[config.mk]
export PLATFORM = sky130hd
export DESIGN_NAME = serial_add_ctrl
export DESIGN_NICKNAME = d
export VERILOG_FILES = /design/src/rtl/serial_add_ctrl_pkg.sv /design/src/rtl/serial_add_ctrl_slice.sv /design/src/rtl/serial_add_ctrl.sv
export SDC_FILE = /design/constraint.sdc
export NUM_CORES = 1
export LEC_CHECK = 0
export ABC_AREA = 1
export ABC_CLOCK_PERIOD_IN_PS = 4300
export BUFFER_PORTS_ARGS = -buffer_cell sky130_fd_sc_hd__buf_2
export CAP_MARGIN = 20
export CORE_MARGIN = 5
export CORE_UTILIZATION = 26
export DETAILED_ROUTE_END_ITERATION = 10
export GPL_TIMING_DRIVEN = 0
export PLACE_DENSITY = 0.49
export SKIP_LAST_GASP = 1
export SLEW_MARGIN = 20
export SYNTH_ARGS = -nofsm -noshare
export SYNTH_HDL_FRONTEND = slang
export SYNTH_SLANG_ARGS = --single-unit
export TNS_END_PERCENT = 1
[constraint.sdc]
create_clock -name clk -period 4.3 [get_ports clk]
set_clock_uncertainty 0.2 [all_clocks]
set_input_delay 0.645 -clock clk [delete_from_list [all_inputs] [get_ports clk]]
set_output_delay 0.645 -clock clk [all_outputs]
set_load 0.02 [all_outputs]
[src/rtl/serial_add_ctrl_pkg.sv]
// Shared types and constants for the nibble-serial adder controller.
package serial_add_ctrl_pkg;

  typedef enum logic [1:0] {
    IDLE = 2'd0,
    RUN  = 2'd1,
    DONE = 2'd2
  } state_t;

  localparam int NIBBLE_W = 4;

  function automatic int nibble_count(input int width);
    return width / NIBBLE_W;
  endfunction

endpackage

[src/rtl/serial_add_ctrl_slice.sv]
// 4-bit ripple-carry adder slice shared by every nibble of the serial add.
module RippleCarryAdder_4bit (
  input  logic [3:0] a,
  input  logic [3:0] b,
  input  logic       cin,
  output logic [3:0] sum,
  output logic       cout
);

  logic [4:0] carry;

  assign carry[0] = cin;

  for (genvar gi = 0; gi < 4; gi++) begin : g_fa
    assign sum[gi]     = a[gi] ^ b[gi] ^ carry[gi];
    assign carry[gi+1] = (a[gi] & b[gi]) | (carry[gi] & (a[gi] ^ b[gi]));
  end

  assign cout = carry[4];

endmodule

[src/rtl/serial_add_ctrl.sv]
// Nibble-serial WIDTH-bit adder: one 4-bit slice, LS nibble first, done pulse on completion.
// Optional subtract mode is enabled by defining SERIAL_ADD_SUB_EN.
module serial_add_ctrl
  import serial_add_ctrl_pkg::*;
#(
  parameter int WIDTH = 16
) (
  input  logic             clk,
  input  logic             rst,
  input  logic             start,
  input  logic [WIDTH-1:0] a,
  input  logic [WIDTH-1:0] b,
`ifdef SERIAL_ADD_SUB_EN
  input  logic             sub,
`endif
  input  logic             cin,
  output logic             busy,
  output logic             done,
  output logic [WIDTH-1:0] sum,
  output logic             cout
);

  localparam int NIBBLES = nibble_count(WIDTH);
  localparam int IDX_W   = $clog2(NIBBLES + 1);
  localparam logic [IDX_W-1:0] LAST_IDX = IDX_W'(NIBBLES - 1);

  if ((WIDTH % NIBBLE_W) != 0 || WIDTH < NIBBLE_W) begin : g_bad_width
    $error("serial_add_ctrl: WIDTH must be a multiple of 4 and at least 4");
  end

  state_t state_reg, state_next;

  logic [WIDTH-1:0] a_q, b_q, acc;
  logic             c_q;
  logic [IDX_W-1:0] idx;

  logic [WIDTH-1:0]    b_load;
  logic                c_load;
  logic [WIDTH-1:0]    acc_next;
  logic [NIBBLE_W-1:0] slice_sum;
  logic                slice_cout;
  logic                last_nibble;

  // Subtraction is a + ~b + 1, so only the loaded b and carry differ.
`ifdef SERIAL_ADD_SUB_EN
  assign b_load = sub ? ~b : b;
  assign c_load = sub ? 1'b1 : cin;
`else
  assign b_load = b;
  assign c_load = cin;
`endif

  RippleCarryAdder_4bit u_slice (
    .a    (a_q[NIBBLE_W-1:0]),
    .b    (b_q[NIBBLE_W-1:0]),
    .cin  (c_q),
    .sum  (slice_sum),
    .cout (slice_cout)
  );

  // New nibble enters at the top; after NIBBLES steps acc holds the full sum.
  assign acc_next    = (acc >> NIBBLE_W) | (WIDTH'(slice_sum) << (WIDTH - NIBBLE_W));
  assign last_nibble = (idx == LAST_IDX);

  always_ff @(posedge clk) begin
    if (rst) begin
      state_reg <= IDLE;
    end else begin
      state_reg <= state_next;
    end
  end

  always_comb begin
    state_next = state_reg;
    case (state_reg)
      IDLE:    if (start) state_next = RUN;
      RUN:     if (last_nibble) state_next = DONE;
      DONE:    state_next = IDLE;
      default: state_next = IDLE;
    endcase
  end

  always_ff @(posedge clk) begin
    if (rst) begin
      a_q  <= '0;
      b_q  <= '0;
      acc  <= '0;
      c_q  <= 1'b0;
      idx  <= '0;
      sum  <= '0;
      cout <= 1'b0;
    end else begin
      case (state_reg)
        IDLE: begin
          if (start) begin
            a_q <= a;
            b_q <= b_load;
            c_q <= c_load;
            idx <= '0;
          end
        end
        RUN: begin
          a_q <= a_q >> NIBBLE_W;
          b_q <= b_q >> NIBBLE_W;
          acc <= acc_next;
          c_q <= slice_cout;
          idx <= idx + 1'b1;
          if (last_nibble) begin
            sum  <= acc_next;
            cout <= slice_cout;
          end
        end
        default: ;
      endcase
    end
  end

  assign busy = (state_reg != IDLE);
  assign done = (state_reg == DONE);

endmodule

**After elaboration in Yosys (flattened, before gate mapping)**

Index checks and enable logic that the tools add are counted.

- Flip-flop bits (word level): 71
- Latch bits: 0
- RAM bits: 0
- Bits in read-only memories: 0
- Input bits: 36
- Output and inout port bits: 19
- Word-level logic and storage cells: 52
- Memories: 0

- Add/sub/neg operators: 1
- Multipliers: 0
- Divide/modulo/power cells: 0
- Magnitude comparators: 0
- Eq/ne operators: 5
- Shifts and indexed selects: 0
- Muxes and demuxes: 11
- Bitwise logic cells: 21
- Reductions and logical operators: 6

Operator list:

| operator | count |
|---|---|
| 16-bit one-hot mux with 2 select lines | 2 |
| 16-bit 2-to-1 mux | 2 |
| 12-bit by 16-bit bitwise OR with 16-bit output | 1 |
| 1-bit AND | 8 |
| 1-bit bitwise XOR | 8 |
| 3-bit one-hot mux with 2 select lines | 1 |
| 2-bit AND reduction | 3 |
| 2-bit 2-to-1 mux | 2 |
| 2-bit inequality test, second input constant | 2 |
| 1-bit bitwise OR | 4 |
| 2-bit one-hot mux with 2 select lines | 1 |
| 2-bit nonzero test | 2 |
| 3-bit by 1-bit adder with 3-bit output, second input constant | 1 |
| 3-bit by 2-bit == test with 1-bit output, second input constant | 1 |
| 3-bit 2-to-1 mux | 1 |
| 2-bit by 1-bit == test with 1-bit output, second input constant | 1 |
| 2-bit == test, second input constant | 1 |
| 2-bit logical NOT | 1 |
| 1-bit one-hot mux with 2 select lines | 1 |
| 1-bit 2-to-1 mux | 1 |

**Longest topological paths before layout**

Gate-level depths: netlist of run 1.

- Depth after elaboration: 10
- Depth in mapped cells: 12
- Depth with buffers taken out: 12

**Hierarchy**

A second synthesis of run 1 with hierarchy kept.

- Cell total of the unflattened synthesis: 406
- Area, all modules: 2907.8 um^2

By module, submodules not included:

| module | times used | cells each | area an instance (um^2) | sequential area each (um^2) |
|---|---|---|---|---|
| serial_add_ctrl | 1 | 392 | 2790.2 | 1341.3 |
| RippleCarryAdder_4bit | 1 | 14 | 117.6 | 0.0 |

**Worst setup path before layout of run 1**

No wires, ideal clock.

- Path kind: flip-flop to flip-flop
- From: reg a_q[0]
- To: reg sum[15]
- Arrival time: 1.920 ns
- Data required time: 4.026 ns
- Path slack: 2.106 ns
- Cell stages (with the launch flop): 9
- Cell sequence: dfxtp_1 > fa_1 > inv_1 > fa_1 > inv_1 > fa_1 > inv_1 > fa_1 > o21ai_0

- Longest elaborated chain between the ends: 9

RTL lines:

| what | RTL line | text |
|---|---|---|
| start, declared | serial_add_ctrl.sv:33 | `logic [WIDTH-1:0] a_q, b_q, acc;` |
| start signal, assigned | serial_add_ctrl.sv:103 | `a_q <= a_q >> NIBBLE_W;` |
| 1-bit bitwise XOR | serial_add_ctrl_slice.sv:16 | `assign carry[gi+1] = (a[gi] & b[gi]) \| (carry[gi] & (a[gi] ^ b[gi]));` |
| 1-bit AND | serial_add_ctrl_slice.sv:16 |  |
| 1-bit bitwise OR (*) | serial_add_ctrl_slice.sv:16 |  |
| 1-bit AND (*) | serial_add_ctrl_slice.sv:16 |  |
| 1-bit bitwise OR (*) | serial_add_ctrl_slice.sv:16 |  |
| 1-bit AND (*) | serial_add_ctrl_slice.sv:16 |  |
| 1-bit bitwise OR (*) | serial_add_ctrl_slice.sv:16 |  |
| 1-bit bitwise XOR (*) | serial_add_ctrl_slice.sv:15 | `assign sum[gi] = a[gi] ^ b[gi] ^ carry[gi];` |
| 12-bit by 16-bit bitwise OR with 16-bit output (*) | serial_add_ctrl.sv:62 | `assign acc_next = (acc >> NIBBLE_W) \| (WIDTH'(slice_sum) << (WIDTH - NIBBLE_W));` |
| end signal, assigned | serial_add_ctrl.sv:109 | `sum <= acc_next;` |
| end, declared | serial_add_ctrl.sv:19 | `output logic [WIDTH-1:0] sum,` |

Mark *: on every way between the ends. The rest lies on a longest branch, timed or not.
A chain may end at the register's enable or synchronous reset.

**Worst setup path after layout of run 1**

Same ends and word-level chain as after synthesis.

==> out/metrics.cfg, run 1 <==
[worst_setup_path]
critPathCaptureType=register
slowest_delay_ps=430
worstSetupPathType=register to register
cp-start-kind=register
cp.depth=8
endpoint=sum[15]$_SDFFE_PP0P_
cp_max_fo=2
worstRegToRegCells=8
cp_slowest_cell=fa_1
cpMostUsedCell=fa_1
r2r-end=sum[15]$_SDFFE_PP0P_
worst-path-buf-inv=3
critPathRequiredTime_ps=4370
critPathTopFamily=adder cells
rr_startpoint=a_q[0]$_SDFFE_PP0P_
r2r_slack_ps=2010
crit_start=a_q[0]$_SDFFE_PP0P_
worstPathCellList=fa_1 -> inv_1 -> fa_1 -> inv_1 -> fa_1 -> inv_1 -> fa_1 -> o21ai_0
arrival_ps=2360

[die]
io_pins=55
placementRows=38
die_h_um=115
core-area_um2=10800
design.die.area_um2=13200
initial_core_util_pct=26.5
dieWidth_um=115

[detailed_routing]
drt-wirelength-per-cell_um=11.4
drtPass1Iterations=4
viasPerCell=4.19
antenna_left=0
drc_errors=0
first_iter_violations=80
vias=2613
drt_wl_total_mm=7.12

[flow_run]
drv_cap=0

[timing]
period_minus_slack_ps=2290
fin_crit_sh_pct=53.3
fmax_mhz=437
hold_viol_final=0
setup_violations=0
tns_ps=0
relSlewSlack_pct=67.7
worstMarginPinSlew_ps=484
drv_slew=0
rsz0062_at_grt=false

[global_routing]
grt_use_total_pct=11.5
first_global_vias=2542
grt_pass1_wl_mm=12.0
overflow=0
antenna_found_initial=0
grt_max_degree=12

[finish]
multi_input_area_um2=1270
num-nets-final=521
most-common-layout-cells=nand2_1 (119), nor2_1 (92), dfxtp_1 (67), buf_2 (61), o21ai_0 (41)
fin_cells=624
layout.area.seq_um2=1340
top_regs=a_q: 16 flops, b_q: 16 flops, sum: 16 flops
antenna_cells=0
final_common_cell=nand2_1
syn_to_final_growth_pct=22.3
fill_cells=1211
drive_above_1_share_pct=18.4

[yosys]
ys_ff_latch=67
synthCells=414
netlist_area_um2=2860
ys.warnings.count=0
syn_avg_cell_area_um2=6.91
synth.distinct_cells=21
synth_nets=456
yosysSeqAreaShare_pct=46.9

[clock_network]
cts.clk_slew.worst_paths_ps=70
hold_buffers=0
clockBufferDepth=2
cts_buffers=9
cts_tree=built
insertion_delay_ps=340
cts_setup_buffers=0
cts_resized=0
htree_levels=3
cts.sink_count=67
cts-root-buf=clkbuf_8

[power_and_ir_drop]
cellPowerDensity_nw_per_um2=392
irDropWorstVdd_mv=0.154
power_uw=1370
p_leak_uw=0.00172

[placement]
place.gp.congestion=0.763
post-dp-hpwl_mm=5.36
placed_cells=608
place.port_buffers=54

[outcome]
status=finished clean

[hold_path]
hp-class=register to register

## synthesized netlist by cell type, drive strengths merged
| library cell | count | share of area, % |
|---|---|---|
| clkinv | 1 | 0.13 |
| inv | 38 | 5.0 |
| o21ai | 43 | 7.6 |
| fa | 4 | 2.8 |
| or2 | 1 | 0.22 |
| nor2 | 94 | 13 |
| nand2 | 120 | 16 |
| clkbuf | 10 | 1.4 |
| buf | 11 | 2.4 |
| nand3 | 8 | 1.4 |
| dfxtp | 67 | 47 |
| ha | 2 | 0.87 |
| a21oi | 15 | 2.6 |
## cell families after synthesis
logic type,synth area share (%)
AOI/OAI and AO/OA,10.3
adders and majority gates,3.67
buffers and inverters,8.92
DFF,46.9
and+or+nand+nor,30.3
## area by class of cell
type	count	share of cell area, %
plain buffers	21	3.11
clock buffers	11	4.04
well taps	140	5.00
repair buffers	54	7.72
multi-input cells	287	36.2
flip-flops and latches	67	38.3
inverters	39	4.18
clock inverters	5	1.50
## how the worst min path moves through the flow
stage	start	to	slack [ps]	cells past startpoint
floorplan	acc[15]$_SDFFE_PP0P_	sum[11]$_SDFFE_PP0P_	230	2
global placement	acc[11]$_SDFFE_PP0P_	acc[11]$_SDFFE_PP0P_	250	2
detailed placement	acc[11]$_SDFFE_PP0P_	acc[11]$_SDFFE_PP0P_	260	2
CTS	acc[11]$_SDFFE_PP0P_	acc[11]$_SDFFE_PP0P_	260	2
global route	b_q[12]$_SDFFE_PP0P_	b_q[12]$_SDFFE_PP0P_	290	2
finish	acc[11]$_SDFFE_PP0P_	acc[11]$_SDFFE_PP0P_	260	2
## per-layer routing
layer  vias up  track usage (%)  wire length (µm)
li1       1389                -                 -
met1      1165             15.0              3510
met3         5             3.74               362
met5         -                0                 0
met2        54             18.6              3190
met4         0             2.82                51
## worst min-delay path, stage by stage (launching register included)
cell     delay [ps]
dfxtp_1         310
inv_1            60
a21oi_1          50
## report_power, final
| part | internal, µW | total (µW) | switching [µW] |
|---|---|---|---|
| logic | 68.9 | 184 | 115 |
| registers | 659 | 676 | 17.3 |
| clock network | 281 | 514 | 234 |
| total | 1010 | 1370 | 366 |
## per-stage QoR
step	utilization [%]	hold WS (ps)	cell area, µm²	worst slack, ps
after CTS	32.4	264	3500	1990
final	32.4	262	3500	2010
after detailed placement	30.7	256	3310	2000
after global placement	30.7	248	3310	2010
after global routing	32.4	288	3500	1800
after floorplan	-	230	2860	2110
Note: power is estimated with default switching activity, not from simulation.
==> inputs of run 2 (changes only) <==
--- a/config.mk
+++ b/config.mk
@@ -5,8 +5,8 @@
 export SDC_FILE = /design/constraint.sdc
 export NUM_CORES = 1
 export LEC_CHECK = 0
-export ABC_AREA = 1
-export ABC_CLOCK_PERIOD_IN_PS = 4300
+export ABC_AREA = 0
+export ABC_CLOCK_PERIOD_IN_PS = 2300
 export BUFFER_PORTS_ARGS = -buffer_cell sky130_fd_sc_hd__buf_2
 export CAP_MARGIN = 20
 export CORE_MARGIN = 5
==> constraint.sdc (replaced) <==
create_clock -name clk -period 2.3 [get_ports clk]
set_clock_uncertainty 0.2 [all_clocks]
set_input_delay 0.345 -clock clk [delete_from_list [all_inputs] [get_ports clk]]
set_output_delay 0.345 -clock clk [all_outputs]
set_load 0.02 [all_outputs]
==> run 2 against run 1 <==
Die area decreased by 7.7%. Total power increased by 80%. Clock power increased by 87%. Register-to-register slack got worse by 2000 ps. Global-route usage decreased by 0.91 points. Combinational power increased by 43%. Synthesized cell count decreased by 37%. Synthesized area decreased by 8.4%. Largest cell class unchanged. Clock-buffer cell count unchanged. Sequential cell count unchanged. Critical endpoint is now acc[15]$_SDFFE_PP0P_.
==> out/metrics.cfg, run 2 <==
[outcome]
status=finished clean

[timing]
period_minus_slack_ps=2290
drv_slew=0
tns_ps=0
hold_slack_ps=20.4
fmax_mhz=436
hold_viol_final=0
fin_crit_sh_pct=99.6
relSlewSlack_pct=50.3
rsz0062_at_grt=true
worstMarginPinSlew_ps=741
setup_violations=0

[worst_setup_path]
worstPathCellList=fa_2 -> inv_2 -> fa_2 -> inv_1 -> fa_2 -> inv_2 -> fa_1 -> a211oi_2
critPathTopFamily=adder cells
cp-start-kind=register
cp_max_fo=2
r2r_slack_ps=9
cpMostUsedCell=fa_2
worst-path-buf-inv=3
arrival_ps=2340
endpoint=acc[15]$_SDFFE_PP0P_
crit_start=c_q$_SDFFE_PP0P_
slowest_delay_ps=440
worstSetupPathType=register to register
rr_startpoint=c_q$_SDFFE_PP0P_
worstRegToRegCells=8
cp.depth=8
cp_slowest_cell=fa_1
critPathRequiredTime_ps=2350
critPathCaptureType=register
r2r-end=acc[15]$_SDFFE_PP0P_

[power_and_ir_drop]
p_leak_uw=0.00133
irDropWorstVdd_mv=0.358
cellPowerDensity_nw_per_um2=745

[yosys]
ys_ff_latch=67
post-synth-top-count-cell=dfxtp_1
synth.distinct_cells=32
synth-async-reset-ratio_pct=0
yosysSeqAreaShare_pct=51.1
synth_nets=302
ys.warnings.count=0
synthCells=260
yosys-top-cells-area=dfxtp_1 (51%), mux2i_1 (9.2%), o2bb2ai_1 (8.0%)
synthTopCellsByCount=dfxtp_1 (67), nand2_1 (48), a21oi_1 (24), mux2i_1 (24), o2bb2ai_1 (24)
netlist_area_um2=2620
yosysTopAreaCellShare_pct=51.1
ys.flop_type=dfxtp_1
syn_avg_cell_area_um2=10.1
yosys.area.top_type=dfxtp_1
synth_edf_count=0

[detailed_routing]
first_iter_violations=49
viasPerCell=4.29
wl_met1_mm=2.97
drt-wirelength-per-cell_um=13.5
drtPass1Iterations=4
drc_errors=0
wl_met2_mm=2.86
drt_wl_total_mm=6.31
vias=2010
top_layer=met4
dr_wl_met3_um=447
antenna_left=0

[die]
die_h_um=110
core-area_um2=9820
initial_core_util_pct=26.7
io_pins=55
placementRows=36
dieWidth_um=110
design.die.area_um2=12200

[global_routing]
grt_pass1_wl_mm=10.7
antenna_found_initial=0
first_global_vias=2192
grt_use_total_pct=10.6
overflow=0
grt_max_degree=12

[clock_network]
insertion_delay_ps=340
cts-root-buf=clkbuf_8
clockBufferDepth=2
cts.sink_count=67
htree_levels=3
cts_buffers=9
cts.clk_slew.worst_paths_ps=70
cts_tree=built

[finish]
fin_util_pct=33.9
antenna_cells=0
final_common_cell=dfxtp_1
most-common-layout-cells=dfxtp_1 (65), buf_2 (61), nand2_1 (48)
design_area_um2=3330
drive_above_1_share_pct=29.3
num-nets-final=372
fin_cells=468
syn_to_final_growth_pct=26.8
top_regs=a_q: 16 flops, b_q: 16 flops, sum: 16 flops
fill_cells=1093

[flow_run]
drv_cap=0

[placement]
post-dp-hpwl_mm=4.49
place.gp.congestion=0.761
place.port_buffers=53
dpl_cell_area_um2=3050
placed_cells=446

[hold_path]
hp-class=primary input to register

## run 2: changes by cell type after synthesis, sizes merged, moves of 8 or more
cell and change:
mux2i +24, inv -30, o21ai -42, nor2 -85
o2bb2ai +24, a21oi +9, a22o +9, nand3 -8
nand2 -72
## run 2: logic make-up after synthesis
| logic type | count (synthesis) | share of synthesized area [%] |
|---|---|---|
| DFF | 67 | 51.1 |
| AOI/OAI and AO/OA | 67 | 18.7 |
| buffers and inverters | 26 | 4.96 |
| adders and majority gates | 6 | 4.01 |
| and+or+nand+nor | 69 | 11.6 |
| muxes | 25 | 9.59 |
## run 2: area by class of cell
| cell class | count | area, µm² | share of cell area [%] |
|---|---|---|---|
| flip-flops and latches | 67 | 1340 | 40.4 |
| multi-input cells | 167 | 1170 | 35.1 |
| repair buffers | 59 | 323 | 9.71 |
| well taps | 133 | 166 | 5.00 |
| clock buffers | 11 | 141 | 4.25 |
| plain buffers | 18 | 100 | 3.01 |
| clock inverters | 5 | 52.6 | 1.58 |
| inverters | 8 | 30.0 | 0.903 |
## run 2: where the power goes
part	internal [µW]	switching (µW)
Sequential	1220	35.0
Combinational	124	140
Clock	525	436
## run 2: per-stage QoR
step / worst slack (ps) / total power (µW)
after global routing: -75.4 / 2600
after floorplan: 47.3 / 1440
final: 8.61 / 2480
after global placement: -42.5 / 1530
after detailed placement: -76.6 / 1530
after CTS: -33.2 / 2510
## run 2: worst register-to-register path: cells and delay by family (launching register included)
family	cells	cell delay, ps
buf+inv	3	160
flops	1	340
fa+ha+maj	4	1320
compound gates	1	190
## run 2: metal layers
| metal | vias to the layer above | GRT usage [%] |
|---|---|---|
| li1 | 1045 | - |
| met1 | 908 | 13.0 |
| met2 | 53 | 17.4 |
| met3 | 4 | 4.38 |
| met4 | 0 | 2.46 |
| met5 | - | 0 |
## run 2: what timing repair did
item | in CTS | in global routing
buffers inserted | 1 | 0
pin swaps | 2 | 3
resized for setup | 6 | 3
hold buffers | 5 | 0
setup endpoints to repair | 2 | 3
hold endpoints to repair | 5 | 0
## run 2: how the worst min path moves through the flow
stage                                     from                   end  slack [ps]  cells after the start
after global placement     idx[2]$_SDFFE_PP0P_   idx[2]$_SDFFE_PP0P_         240                      1
after global routing                     b[12]  b_q[12]$_SDFFE_PP0P_           7                      2
after floorplan            idx[2]$_SDFFE_PP0P_   idx[2]$_SDFFE_PP0P_         230                      1
after CTS                                a[14]  a_q[14]$_SDFFE_PP0P_           2                      2
final                                    a[15]  a_q[15]$_SDFFE_PP0P_          20                      2
after detailed placement  sum[10]$_SDFFE_PP0P_  sum[10]$_SDFFE_PP0P_         250                      2
==> inputs of run 3 (changes only) <==
--- a/config.mk
+++ b/config.mk
@@ -10,10 +10,11 @@
 export BUFFER_PORTS_ARGS = -buffer_cell sky130_fd_sc_hd__buf_2
 export CAP_MARGIN = 20
 export CORE_MARGIN = 5
-export CORE_UTILIZATION = 26
+export CORE_UTILIZATION = 53
 export DETAILED_ROUTE_END_ITERATION = 10
 export GPL_TIMING_DRIVEN = 0
-export PLACE_DENSITY = 0.49
+export HOLD_SLACK_MARGIN = 0.1
+export PLACE_DENSITY = 0.83
 export SKIP_LAST_GASP = 1
 export SLEW_MARGIN = 20
 export SYNTH_ARGS = -nofsm -noshare
==> run 3 against run 2 <==
The flow now finishes with violations (setup timing). Global-route usage up 9.8 points. Sequential power about the same. First-iteration DRC count up 73%. Routed wire length down 3.4%. Final cell count down 9.4%. Final area up 4.9%. Utilization up 39 points. Critical path type unchanged. Total power up 5.0%. Via count up 10%. Hold slack better by 89 ps. Register-to-register slack worse by 50 ps. Maximum frequency down 2.2%.
==> out/metrics.cfg, run 3 (synthesis results as in run 2) <==
[worst_setup_path]
cpMostUsedCell=fa_2
cp_slowest_cell=fa_2
worstSetupPathType=register to register
critPathCaptureType=register
worstPathCellList=fa_2 -> inv_2 -> fa_2 -> inv_1 -> fa_2 -> inv_2 -> fa_2 -> a211oi_2
arrival_ps=2410
slowest_delay_ps=460
worst-path-buf-inv=3
cp_max_fo=2
cp-start-kind=register
critPathTopFamily=adder cells
critPathRequiredTime_ps=2370

[timing]
fin_crit_sh_pct=102
fmax_mhz=427
relSlewSlack_pct=56.0
fin_ws_ps=-42.9
tns_ps=-55.2
hold_viol_final=0
worstMarginPinSlew_ps=656
setup_violations=2
rsz0062_at_grt=true
drv_slew=0
period_minus_slack_ps=2340

[placement]
place.gp.congestion=0.812
placed_cells=380
post-dp-hpwl_mm=3.89
place_worst_setup_slack_ps=-58.1
place.port_buffers=53

[global_routing]
grt_max_degree=11
grt_pass1_wl_mm=10.1
grt_use_total_pct=20.4
first_global_vias=2203
antenna_found_initial=0
overflow=0

[finish]
most-common-layout-cells=dfxtp_1 (66), buf_2 (61), nand2_1 (48), dlygate4sd3_1 (27)
drive_above_1_share_pct=26.9
antenna_cells=0
fin_cells=424
num-nets-final=395
top_regs=a_q: 16 flops, b_q: 16 flops, sum: 16 flops
final_common_cell=dfxtp_1
syn_to_final_growth_pct=33.0

[clock_network]
cts.clk_slew.worst_paths_ps=70
cts.sink_count=67
clockBufferDepth=2
insertion_delay_ps=340
cts-root-buf=clkbuf_8
cts_buffers=9
htree_levels=3
cts_tree=built

[detailed_routing]
antenna_left=0
drt_wl_total_mm=6.09
drt-wirelength-per-cell_um=14.4
drtPass1Iterations=4
vias=2220
drc_errors=0
first_iter_violations=85
viasPerCell=5.24

[die]
initial_core_util_pct=55.2
die_h_um=80.3
dieWidth_um=80.3
design.die.area_um2=6460
placementRows=25
core-area_um2=4750
io_pins=55

[outcome]
status=finished, violations left
violations=setup timing

[power_and_ir_drop]
cellPowerDensity_nw_per_um2=746
p_leak_uw=0.00143
power_uw=2600
irDropWorstVdd_mv=0.654

[hold_path]
hp-class=primary input to register

[flow_run]
drv_cap=0

run 3: cell types whose count changed in the layout (fill, tap and decap cells not counted), sizes merged:
cell         previous run  this run
clkinv                  3         0
clkbuf                 15        17
bufinv                  1         2
buf                    68        69
dlygate4sd3             5        27
clkinvlp                1         0
run 3: cell type report:
class	instances	area, µm²
Buffer	18	100
Clock buffer	13	149
Clock inverter	2	60.1
Fill cell	370	1270
Inverter	8	30.0
Multi-Input combinational cell	167	1170
Sequential cell	67	1340
Tap cell	67	83.8
Timing Repair Buffer	82	551
run 3: final timing paths:
check / slack [ps] / to / depth (start not counted) / start
worst min register to register: 250 / sum[7]$_SDFFE_PP0P_ / 2 / sum[7]$_SDFFE_PP0P_
worst max-delay path: -40 / acc[15]$_SDFFE_PP0P_ / 8 / a_q[0]$_SDFFE_PP0P_
worst max register to register: -40 / acc[15]$_SDFFE_PP0P_ / 8 / a_q[0]$_SDFFE_PP0P_
worst min-delay path: 110 / b_q[5]$_SDFFE_PP0P_ / 3 / b[5]
run 3: repair_timing:
action                                  4_1_cts  5_1_grt
endpoints found under the setup margin        2        4
hold buffers                                 27        0
cloned                                        0        0
gates resized for setup                       3        6
buffers inserted                              1        1
hold endpoints to repair                     27        0
pin swaps                                     2        4
run 3: report_power, final:
part           leakage (µW)  internal [µW]  total (µW)  switching, µW
combinational      0.000777            151         297            146
sequential         0.000547           1220        1250           35.4
clock              0.000104            636        1050            416
total               0.00143           2000        2600            597
run 3: through the flow:
| step | instance area [µm²] | utilization (%) | hold slack [ps] |
|---|---|---|---|
| after floorplan | 2620 | - | 226 |
| after global placement | 2970 | 62.5 | 232 |
| after detailed placement | 2970 | 62.5 | 243 |
| after CTS | 3460 | 72.8 | 101 |
| after global routing | 3490 | 73.3 | 104 |
| final | 3490 | 73.3 | 110 |
run 3: metal layers:
metal  share of wire (%)  GRT usage (%)  vias up
met5                   0              0        -
met4                 2.0           9.12        0
met3                 4.5           4.93       12
met2                  51           35.8       55
met1                  42           23.3     1060
li1                    -              -     1093
run 3: worst min-delay path, cell delays in order:
cell,delay (ps)
buf_2,80
mux2i_1,60
o2bb2ai_1,120
